===== src/rtl/jt7759_feeder.sv =====
// jt7759_feeder: streams a block of ROM bytes into a slave-mode ADPCM chip,
// one byte per drqn request, with a single-cycle cs/wrn strobe per byte.
// Build option: define JT7759_FEED_PREFETCH_EN to replace the single holding
// register with a DEPTH-entry prefetch FIFO filled independently of drqn.
module jt7759_feeder #(
    parameter int unsigned AW    = 17,
    parameter int unsigned DEPTH = 4
) (
    input  logic          clk,
    input  logic          rst,
    input  logic          start,
    input  logic          stop,
    input  logic [AW-1:0] start_addr,
    input  logic [AW-1:0] length,
    output logic          busy,
    output logic          done,
    output logic          rom_cs,
    output logic [AW-1:0] rom_addr,
    input  logic [7:0]    rom_data,
    input  logic          rom_ok,
    input  logic          drqn,
    output logic          cs,
    output logic          wrn,
    output logic [7:0]    dout
);

    typedef enum logic [1:0] {
        IDLE,
        WAIT_DRQ,
        WRITE,
        HOLD
    } state_t;

    state_t        state_q, state_d;
    logic [AW-1:0] cnt_q, cnt_d;       // bytes still to be written
    logic [AW-1:0] fetch_q, fetch_d;   // bytes still to be fetched from ROM
    logic [AW-1:0] addr_q, addr_d;
    logic          stable_q, stable_d; // rom_addr was already requested last cycle
    logic [7:0]    dout_q, dout_d;
    logic          done_q, done_d;

    logic          start_acc;
    logic          go_write;
    logic          capture;
    logic          space;
    logic          avail;
    logic [7:0]    head;

    assign start_acc = start && !stop && (state_q == IDLE);
    assign rom_cs    = (state_q != IDLE) && (fetch_q != '0) && space;
    assign capture   = rom_cs && rom_ok && stable_q;
    assign go_write  = (state_q == WAIT_DRQ) && !drqn && avail && !stop;
    assign stable_d  = rom_cs && !capture;

`ifdef JT7759_FEED_PREFETCH_EN
    localparam int unsigned PW   = (DEPTH > 1) ? $clog2(DEPTH) : 1;
    localparam logic [PW:0] FULL = (PW+1)'(DEPTH);

    logic [7:0]    mem_q [DEPTH];
    logic [PW-1:0] wr_q, rd_q;
    logic [PW:0]   fill_q;

    assign space = (fill_q != FULL);
    assign avail = (fill_q != '0);
    assign head  = mem_q[rd_q];

    // FIFO storage: written on every ROM capture
    always_ff @(posedge clk) begin
        if (capture) begin
            mem_q[wr_q] <= rom_data;
        end
    end

    // FIFO pointers and occupancy; stop discards whatever was prefetched
    always_ff @(posedge clk or posedge rst) begin
        if (rst) begin
            wr_q   <= '0;
            rd_q   <= '0;
            fill_q <= '0;
        end else if (stop) begin
            wr_q   <= '0;
            rd_q   <= '0;
            fill_q <= '0;
        end else begin
            if (capture) begin
                wr_q <= wr_q + PW'(1);
            end
            if (go_write) begin
                rd_q <= rd_q + PW'(1);
            end
            case ({capture, go_write})
                2'b10:   fill_q <= fill_q + (PW+1)'(1);
                2'b01:   fill_q <= fill_q - (PW+1)'(1);
                default: fill_q <= fill_q;
            endcase
        end
    end
`else
    logic [7:0]  hold_q;
    logic        hold_vld_q;
    logic [31:0] unused_depth;

    assign unused_depth = DEPTH;
    assign space        = !hold_vld_q;
    assign avail        = hold_vld_q;
    assign head         = hold_q;

    // Single holding register; the next fetch may begin once the byte has
    // been handed to the write strobe, which is what keeps a 3-cycle pace
    always_ff @(posedge clk or posedge rst) begin
        if (rst) begin
            hold_q     <= '0;
            hold_vld_q <= 1'b0;
        end else if (stop) begin
            hold_vld_q <= 1'b0;
        end else if (capture) begin
            hold_q     <= rom_data;
            hold_vld_q <= 1'b1;
        end else if (go_write) begin
            hold_vld_q <= 1'b0;
        end
    end
`endif

    // Next-state logic for the write engine and the fetch address/counters.
    // The drqn holdoff spans the strobe cycle (WRITE) and one HOLD cycle, so
    // drqn is next sampled in WAIT_DRQ and writes are at least 3 cycles apart.
    always_comb begin
        state_d = state_q;
        cnt_d   = cnt_q;
        fetch_d = fetch_q;
        addr_d  = addr_q;
        dout_d  = '0;
        done_d  = 1'b0;

        if (capture) begin
            addr_d  = addr_q + AW'(1);
            fetch_d = fetch_q - AW'(1);
        end

        unique case (state_q)
            IDLE: begin
                if (start_acc) begin
                    addr_d  = start_addr;
                    cnt_d   = length;
                    fetch_d = length;
                    if (length == '0) begin
                        done_d = 1'b1;
                    end else begin
                        state_d = WAIT_DRQ;
                    end
                end
            end
            WAIT_DRQ: begin
                if (go_write) begin
                    state_d = WRITE;
                    dout_d  = head;
                end
            end
            WRITE: begin
                cnt_d   = cnt_q - AW'(1);
                done_d  = (cnt_q == AW'(1));
                state_d = HOLD;
            end
            HOLD: begin
                state_d = (cnt_q == '0) ? IDLE : WAIT_DRQ;
            end
            default: begin
                state_d = IDLE;
            end
        endcase

        // A strobe already in progress still finishes since cs is decoded
        // from the current state; only the following cycle is cancelled.
        if (stop) begin
            state_d = IDLE;
            cnt_d   = '0;
            fetch_d = '0;
            done_d  = 1'b0;
        end
    end

    // State and datapath registers
    always_ff @(posedge clk or posedge rst) begin
        if (rst) begin
            state_q  <= IDLE;
            cnt_q    <= '0;
            fetch_q  <= '0;
            addr_q   <= '0;
            stable_q <= 1'b0;
            dout_q   <= '0;
            done_q   <= 1'b0;
        end else begin
            state_q  <= state_d;
            cnt_q    <= cnt_d;
            fetch_q  <= fetch_d;
            addr_q   <= addr_d;
            stable_q <= stable_d;
            dout_q   <= dout_d;
            done_q   <= done_d;
        end
    end

    assign busy     = (state_q != IDLE);
    assign done     = done_q;
    assign rom_addr = addr_q;
    assign cs       = (state_q == WRITE);
    assign wrn      = !cs;
    assign dout     = dout_q;

endmodule


===== config.mk =====
export PLATFORM = sky130hd
export DESIGN_NAME = jt7759_feeder
export DESIGN_NICKNAME = d
export VERILOG_FILES = /design/src/rtl/jt7759_feeder.sv
export SDC_FILE = /design/constraint.sdc
export NUM_CORES = 1
export LEC_CHECK = 0
export CORE_ASPECT_RATIO = 1.5
export CORE_UTILIZATION = 54
export CTS_BUF_LIST = sky130_fd_sc_hd__clkbuf_4
export DETAILED_ROUTE_END_ITERATION = 16
export GPL_TIMING_DRIVEN = 0
export PLACE_DENSITY = 0.82
export SYNTH_ARGS = -nofsm -noshare
export SYNTH_HDL_FRONTEND = slang
export SYNTH_SLANG_ARGS = --single-unit

===== constraint.sdc =====
create_clock -name clk -period 3.02 [get_ports clk]
set_input_delay 0.302 -clock clk [delete_from_list [all_inputs] [get_ports clk]]
set_output_delay 0.302 -clock clk [all_outputs]
set_load 0.03 [all_outputs]

==> results of run 1 <==
cells in the mapped netlist, types with 2 or more instances:
cell / number / area [um2]
clkbuf_1: 18 / 67.56
and3_1: 4 / 25.02
a311oi_1: 2 / 17.52
nand4_1: 6 / 37.54
o21ai_0: 29 / 145.1
and4_1: 2 / 17.52
mux2_4: 8 / 120.1
o22ai_1: 3 / 18.77
nor3b_1: 3 / 22.52
a31oi_1: 2 / 12.51
nand3_1: 10 / 50.05
a211oi_1: 13 / 97.59
a22oi_1: 3 / 22.52
nor2_1: 57 / 214.0
or2_2: 4 / 25.02
and2_1: 10 / 62.56
buf_2: 2 / 10.01
a21oi_1: 29 / 145.1
inv_1: 14 / 52.55
nand2b_1: 3 / 18.77
nand4b_1: 2 / 17.52
nor4_1: 17 / 106.4
nor4b_1: 4 / 35.03
nor3_1: 22 / 110.1
ha_1: 10 / 125.1
or3_1: 6 / 37.54
mux2i_1: 11 / 110.1
xor2_1: 2 / 17.52
and4b_1: 2 / 20.02
dfrtp_1: 72 / 1802
or4_1: 3 / 22.52
xnor2_1: 28 / 245.2
nand2_1: 22 / 82.58
final timing paths:
path / startpoint / to / slack, ps / cells past startpoint
max in group asynchronous: rst / rom_addr[10]$_DFF_PP0_ / 2070 / 2
min in group clk: start_addr[9] / rom_addr[9]$_DFF_PP0_ / 420 / 3
min: rst / avail$_DFFE_PP0P_ / 390 / 2
max: state_q[0]$_DFFE_PP0P_ / wrn / 180 / 4
min reg2reg: stable_q$_DFF_PP0_ / stable_q$_DFF_PP0_ / 490 / 1
max reg2reg: fetch_q[0]$_DFF_PP0_ / head[0]$_DFFE_PP0P_ / 250 / 10
repair_timing:
action,CTS,global route
endpoints found under the hold margin,0,0
pin swaps,1,1
gates resized for setup,6,2
cloned,0,0
setup endpoints to repair,2,12
buffers inserted,2,0
placed cells by master, fill, tap and decap left out, drive strengths merged, types with 2 or more instances in the layout:
cell type	count
a31oi	2
a22oi	3
nand2	22
xor2	2
nand4	6
ha	10
o21ai	30
and3	4
a211oi	14
mux2	8
nor4	18
mux2i	11
and2	10
and4	2
clkbuf	26
clkdlybuf4s50	76
or4	4
buf	7
and4b	2
a311oi	2
nand4b	2
a21oi	29
nor3b	3
nor3	22
nor2	58
o22ai	3
nor4b	4
xnor2	28
clkinv	4
bufinv	3
inv	14
nand2b	3
dfrtp	72
or3	6
nand3	10
or2	4
power groups by stage:
stage	clock network [uW]	registers [uW]	logic, uW
3_3_place_gp	0	1610	2350
2_1_floorplan	0	1770	1460
6_report	771	1630	2460
3_5_place_dp	0	1630	2400
4_1_cts	772	1620	2440
5_1_grt	820	1670	2660
per-layer routing:
layer	vias up	global-route usage	part of all wire
li1	1765	-	-
met1	1857	0.3390	0.38
met2	165	0.5357	0.53
met3	47	0.04713	0.050
met4	0	0.1877	0.039
met5	-	0	0
cells by family after synthesis:
kind of cell / after synthesis
compound gates: 93
fa+ha+maj: 10
buf+inv: 36
flops: 72
mux: 19
xor+xnor: 30
simple gates: 183
state kept, by name, summed over array words and instances, names as in the netlist:
register	flops
rom_addr	17
head	8
done	1
cnt_q	17
fetch_q	17
stable_q	1
dout	8
avail	1
state_q	2
critical path, cell delays in order, from the launching register on:
cell	delay [ps]
dfrtp_1	460
inv_1	120
ha_1	330
inv_1	420
clkdlybuf4s50_1	760
area by class of cell:
type | instances | area, um2
Buffer | 21 | 91.34
Clock buffer | 9 | 67.56
Clock inverter | 7 | 110.1
Fill cell | 577 | 2090
Inverter | 14 | 55.05
Multi-Input combinational cell | 335 | 2153
Sequential cell | 72 | 1802
Tap cell | 100 | 125.1
Timing Repair Buffer | 79 | 780.7
per-stage QoR:
stage | cell area, um2 | setup TNS [ps] | util | cells
final | 5185 | 0 | 0.7128 | 637
after global routing | 5185 | 0 | 0.7128 | 637
after CTS | 5191 | 0 | 0.7136 | 637
after detailed placement | 4995 | -9.306 | 0.6866 | 620
after global placement | 4992 | -24280 | 0.6863 | 620
after floorplan | 4096 | 0 | - | 443
==> metrics.md, run 1 <==
| Metric | Value |
|---|---|
| Leakage power | 0.002119 uW |
| Post-Syn Area | 4096 um2 |
| DR DRC count | 0 |
| Synth Area in Compound Gates | 0.1368 |
| Largest net degree at the start of global routing | 73 |
| Clock Path Buffers | 2 |
| First-pass GRT wire length | 18250 um |
| Final total power | 4858 uW |
| PortBufs | a little under 80 |
| Adder-cell area share of the yosys netlist | 0.03054 |
| Worst skew pair latency | 450 ps |
| Routability cong. | 0.9861 |
| Least-Margin Pin Slew | approximately 1000 ps |
| Synth warn | 0 |
| Syn nets | 501 |
| Detailed Routing Iterations Pass 1 | 5 |
| Maximum net fanout on the critical path | 15 |
| Worst path arrival time | 2540 ps |
| Tot GR Track Use | 0.3047 |
| Core area | around 7300 um2 |
| DP Wirelength | 8077 um |
| Clk pin slew, worst setup/hold paths | 130 ps |
| Htree depth | 3 |
| Number of synthesized register bits | 72 |
| Synth Area in XOR/XNOR | 0.06414 |
| CP startpoint kind | flip-flop |
| Layout cells sized above 1 | 0.07449 |
| Post-layout min period | 2838 ps |
| CP Capture Type | output port |
| # setup viols final | 0 |
| I/O pin cnt | 78 |
| Sequential cell fraction of total power | 0.336 |
| Hold Buf Count CTS | 0 |
| Hold slack | 389.1 ps |
| WP data required | 2720 ps |
| Max transition margin | 0.3135 |
| Die ar. | 7945 um2 |
| Root Buffer | clkbuf_4 |
| Hold WC Path Type | input port to asynchronous set/reset pin |
| Hold Fails Final Rpt | 0 |
| RSZ-0062 raised after global routing | false |
| VDD IR-drop max | 0.5699 mV |
| Multiplexer share of the synthesized area | 0.05620 |
| Logic pwr share | 0.505 |
| Seq/Total Area, Yosys | 0.4398 |
| Largest family of logic cells by synthesized area | simple AND/OR/NAND/NOR gates |
| Clock Power Share | 0.159 |
| Inserted Clock Buffers | 9 |
| Clk sinks | 72 |
| TritonCTS clock tree | yes |
| Syn Area/Cell | 9.247 um2 |
| P_int | ~2700 uW |
| Initial antenna violation count | 0 |
| Width of the die | 73.12 um |
| Initial Util | 0.5631 |
| Final Max Slew Viols | 0 |
| Area delta synth->final | 26.57% |
| Main synth FF type | dfrtp_1 |
| Vias | ~3800 |
| Layout Skew | ~21 ps |
| Final ANT Viol Nets | 0 |
| Worst slack, placed | -9.306 ps |
| Ant diodes | 0 |
| Synth Area in Simple Gates | 0.2379 |
| Status | finished clean |
| Sw power | between 2000 and 2500 uW |
| Cells after Synth | 443 |
| GRT overflow | 0 |
| Nets | 590 |
| Row count | 38 |
| Crit path kind | flip-flop to output port |
| Max Clock Freq | 352.4 MHz |
| Fraction of registers with async set/reset | 1.000 |
| Setup ws final | roughly 180 ps |
| Power Dens Cells | 937.0 nW/um2 |
| Switch share | 0.4405 |
| Routed WL | around 11000 um |
| Vias per cell | 6.019 |
| Synth unique cells | 53 |
| Vert. Die Dim | 108.7 um |
| Post-synth EDFFs | 0 |
| Max-Cap Viols | 0 |
| DR iter-0 viols | 171 |
| WL/cell | 17.58 um |
| Number of global-route vias before repair | 3947 |
| Final period utilization | 0.9397 |
(Power assumes the default switching activity.)
==> run 2, diff against run 1 <==
--- a/config.mk
+++ b/config.mk
@@ -5,6 +5,7 @@
 export SDC_FILE = /design/constraint.sdc
 export NUM_CORES = 1
 export LEC_CHECK = 0
+export CAP_MARGIN = 40
 export CORE_ASPECT_RATIO = 1.5
 export CORE_UTILIZATION = 54
 export CTS_BUF_LIST = sky130_fd_sc_hd__clkbuf_4
==> run 2 against run 1 <==
Against the previous run:
- non-clock buffer count is 2 higher
- final cell count is 0.31% higher
- critical endpoint is now rom_cs
- critical path depth is 3 higher
- combinational power hardly changed
- worst setup slack worse by 76 ps
- register-to-register slack hardly changed
==> metrics.md, run 2 (same netlist as run 1, synthesis figures left out) <==
| Metric | Value |
|---|---|
| Vert. Die Dim | ~110 um |
| Crit-path max cell delay | 640 ps |
| Die ar. | 7945 um2 |
| PortBufs | 77 |
| Initial antenna violation count | 0 |
| Leading cell types in the layout, fill and taps excluded | 76 x clkdlybuf4s50_1, 72 x dfrtp_1, 57 x nor2_1 |
| Max-Cap Viols | 0 |
| First-pass GRT wire length | between 15000 and 20000 um |
| Post-layout min period | 2914 ps |
| DR DRC count | 0 |
| Vias | 3777 |
| Hold slack | 144.4 ps |
| Row count | 38 |
| # setup viols final | 0 |
| Critical-path top delay cell | or4b_2 |
| Status | finished clean |
| Worst path arrival time | 2610 ps |
| GRT overflow | 0 |
| Detailed Routing Iterations Pass 1 | 5 |
| Final Max Slew Viols | 0 |
| Area delta synth->final | 28.25% |
| Layout Skew | 13.49 ps |
| Largest net degree at the start of global routing | 54 |
| Number of global-route vias before repair | about 3900 |
| Hold Buf Count CTS | 0 |
| Clk pin slew, worst setup/hold paths | 120 ps |
| Worst skew pair latency | 450 ps |
| WP data required | 2720 ps |
| P_int | 2814 uW |
| Final total power | 4933 uW |
| Hold WC Path Type | input port to asynchronous set/reset pin |
| Clock Power Share | 0.172 |
| Max Clock Freq | 343.1 MHz |
| Buf+Inv Stages, Crit Path | 3 |
| Nets | ~590 |
| Maximum net fanout on the critical path | 10 |
| Leakage power | 0.002143 uW |
| CP Capture Type | output port |
| Ant diodes | 0 |
| Inserted Clock Buffers | 9 |
| Tot GR Track Use | 0.3055 |
| Least-Margin Pin Slew | 596.3 ps |
| Power Dens Cells | 939.0 nW/um2 |
| Layout cells sized above 1 | 0.07607 |
| Most common cell after layout, fill and taps aside | clkdlybuf4s50_1 |
| Sequential cell fraction of total power | 0.329 |
| Routability cong. | 0.9861 |
| Vias per cell | slightly below 6 |
| Critical path cell sequence | inv_1, ha_1, or4b_2, nor4_4, buf_6, nor3_1, clkdlybuf4s15_2 |
| DP Wirelength | about 8300 um |
| Sw power | 2119 uW |
| Logic pwr share | 0.499 |
| TritonCTS clock tree | yes |
| Core area | 7274 um2 |
| Final TNS setup | 0 ps |
| Root Buffer | clkbuf_4 |
| Hold Fails Final Rpt | 0 |
| WL/cell | 17.43 um |
| CP startpoint kind | flip-flop |
| Crit path kind | flip-flop to output port |
| DR iter-0 viols | ~210 |
| Clock Path Buffers | 2 |
| I/O pin cnt | 78 |
| VDD IR-drop max | 0.7052 mV |
| CP top delay family | simple AND/OR/NAND/NOR gates |
| Clk sinks | 72 |
| Switch share | 0.4296 |
| Routed WL | about 11000 um |
| Final ANT Viol Nets | 0 |
| Fillers | 549 |
| Htree depth | 3 |
| Initial Util | 0.5631 |
| Max transition margin | 0.5988 |
| Width of the die | 73.12 um |
| Final period utilization | 0.9650 |
## run 2: changes by cell type in the layout (fill, tap and decap cells not counted)
cell	delta
clkdlybuf4s15_2	+2
buf_2	-1
clkinv_2	-2
buf_16	+1
bufinv_16	+1
clkinv_1	+1
## run 2: repair_timing
item | in CTS | in global routing
resized for setup | 6 | 0
pin swaps | 1 | 1
setup buffers | 1 | 1
endpoints found under the setup margin | 2 | 1
## run 2: per-stage QoR
stage	setup WS (ps)	instance area, um2	util	cells
after floorplan	660.9	4096	-	443
after global placement	-342.7	4992	0.6863	620
after detailed placement	0.5544	5034	0.6920	622
after CTS	-21.40	5246	0.7212	638
after global routing	-4.536	5254	0.7222	639
final	105.6	5254	0.7222	639
## run 2: final timing paths
path / slack, ps / startpoint / endpoint / cells past startpoint
max in group asynchronous: 2310 / rst / rom_addr[6]$_DFF_PP0_ / 3
worst max register to register: 240 / state_q[0]$_DFFE_PP0P_ / fetch_q[5]$_DFF_PP0_ / 8
worst min register to register: 490 / stable_q$_DFF_PP0_ / stable_q$_DFF_PP0_ / 1
worst max-delay path: 110 / fetch_q[0]$_DFF_PP0_ / rom_cs / 7
worst min-delay path: 140 / rst / cnt_q[11]$_DFFE_PP0P_ / 2
min in group clk: 430 / start_addr[9] / rom_addr[9]$_DFF_PP0_ / 3
## run 2: layout make-up
class | count | area (um2) | share of cell area
Timing Repair Buffer | 81 | 825.8 | 0.1572
Sequential cell | 72 | 1802 | 0.3429
Clock inverter | 7 | 133.9 | 0.02548
Buffer | 21 | 91.34 | 0.01739
Tap cell | 100 | 125.1 | 0.02382
Clock buffer | 9 | 67.56 | 0.01286
Inverter | 14 | 55.05 | 0.01048
Multi-Input combinational cell | 335 | 2153 | 0.4099
## run 2: metal layers
layer / routed length [um] / part of all wire / GRT usage
met5: 0 / 0 / 0
met4: 410 / 0.037 / 0.1667
met3: 516 / 0.046 / 0.06470
met2: 6010 / 0.54 / 0.5470
met1: 4201 / 0.38 / 0.3287
## run 2: worst register-to-register path: stages, from the launching register on
cell      delay, ps
dfrtp_1         460
inv_1           120
ha_1            310
nor4bb_1        300
clkbuf_1        330
nand2_1         250
nor4b_1         530
xnor2_1         120
a211oi_1        260
## run 2: power groups by stage
| stage | clock network, uW | registers [uW] | logic [uW] |
|---|---|---|---|
| 2_1_floorplan | 0 | 1770 | 1460 |
| 3_3_place_gp | 0 | 1610 | 2350 |
| 3_5_place_dp | 0 | 1630 | 2410 |
| 4_1_cts | 860 | 1620 | 2440 |
| 5_1_grt | 897 | 1670 | 2680 |
| 6_report | 848 | 1620 | 2460 |
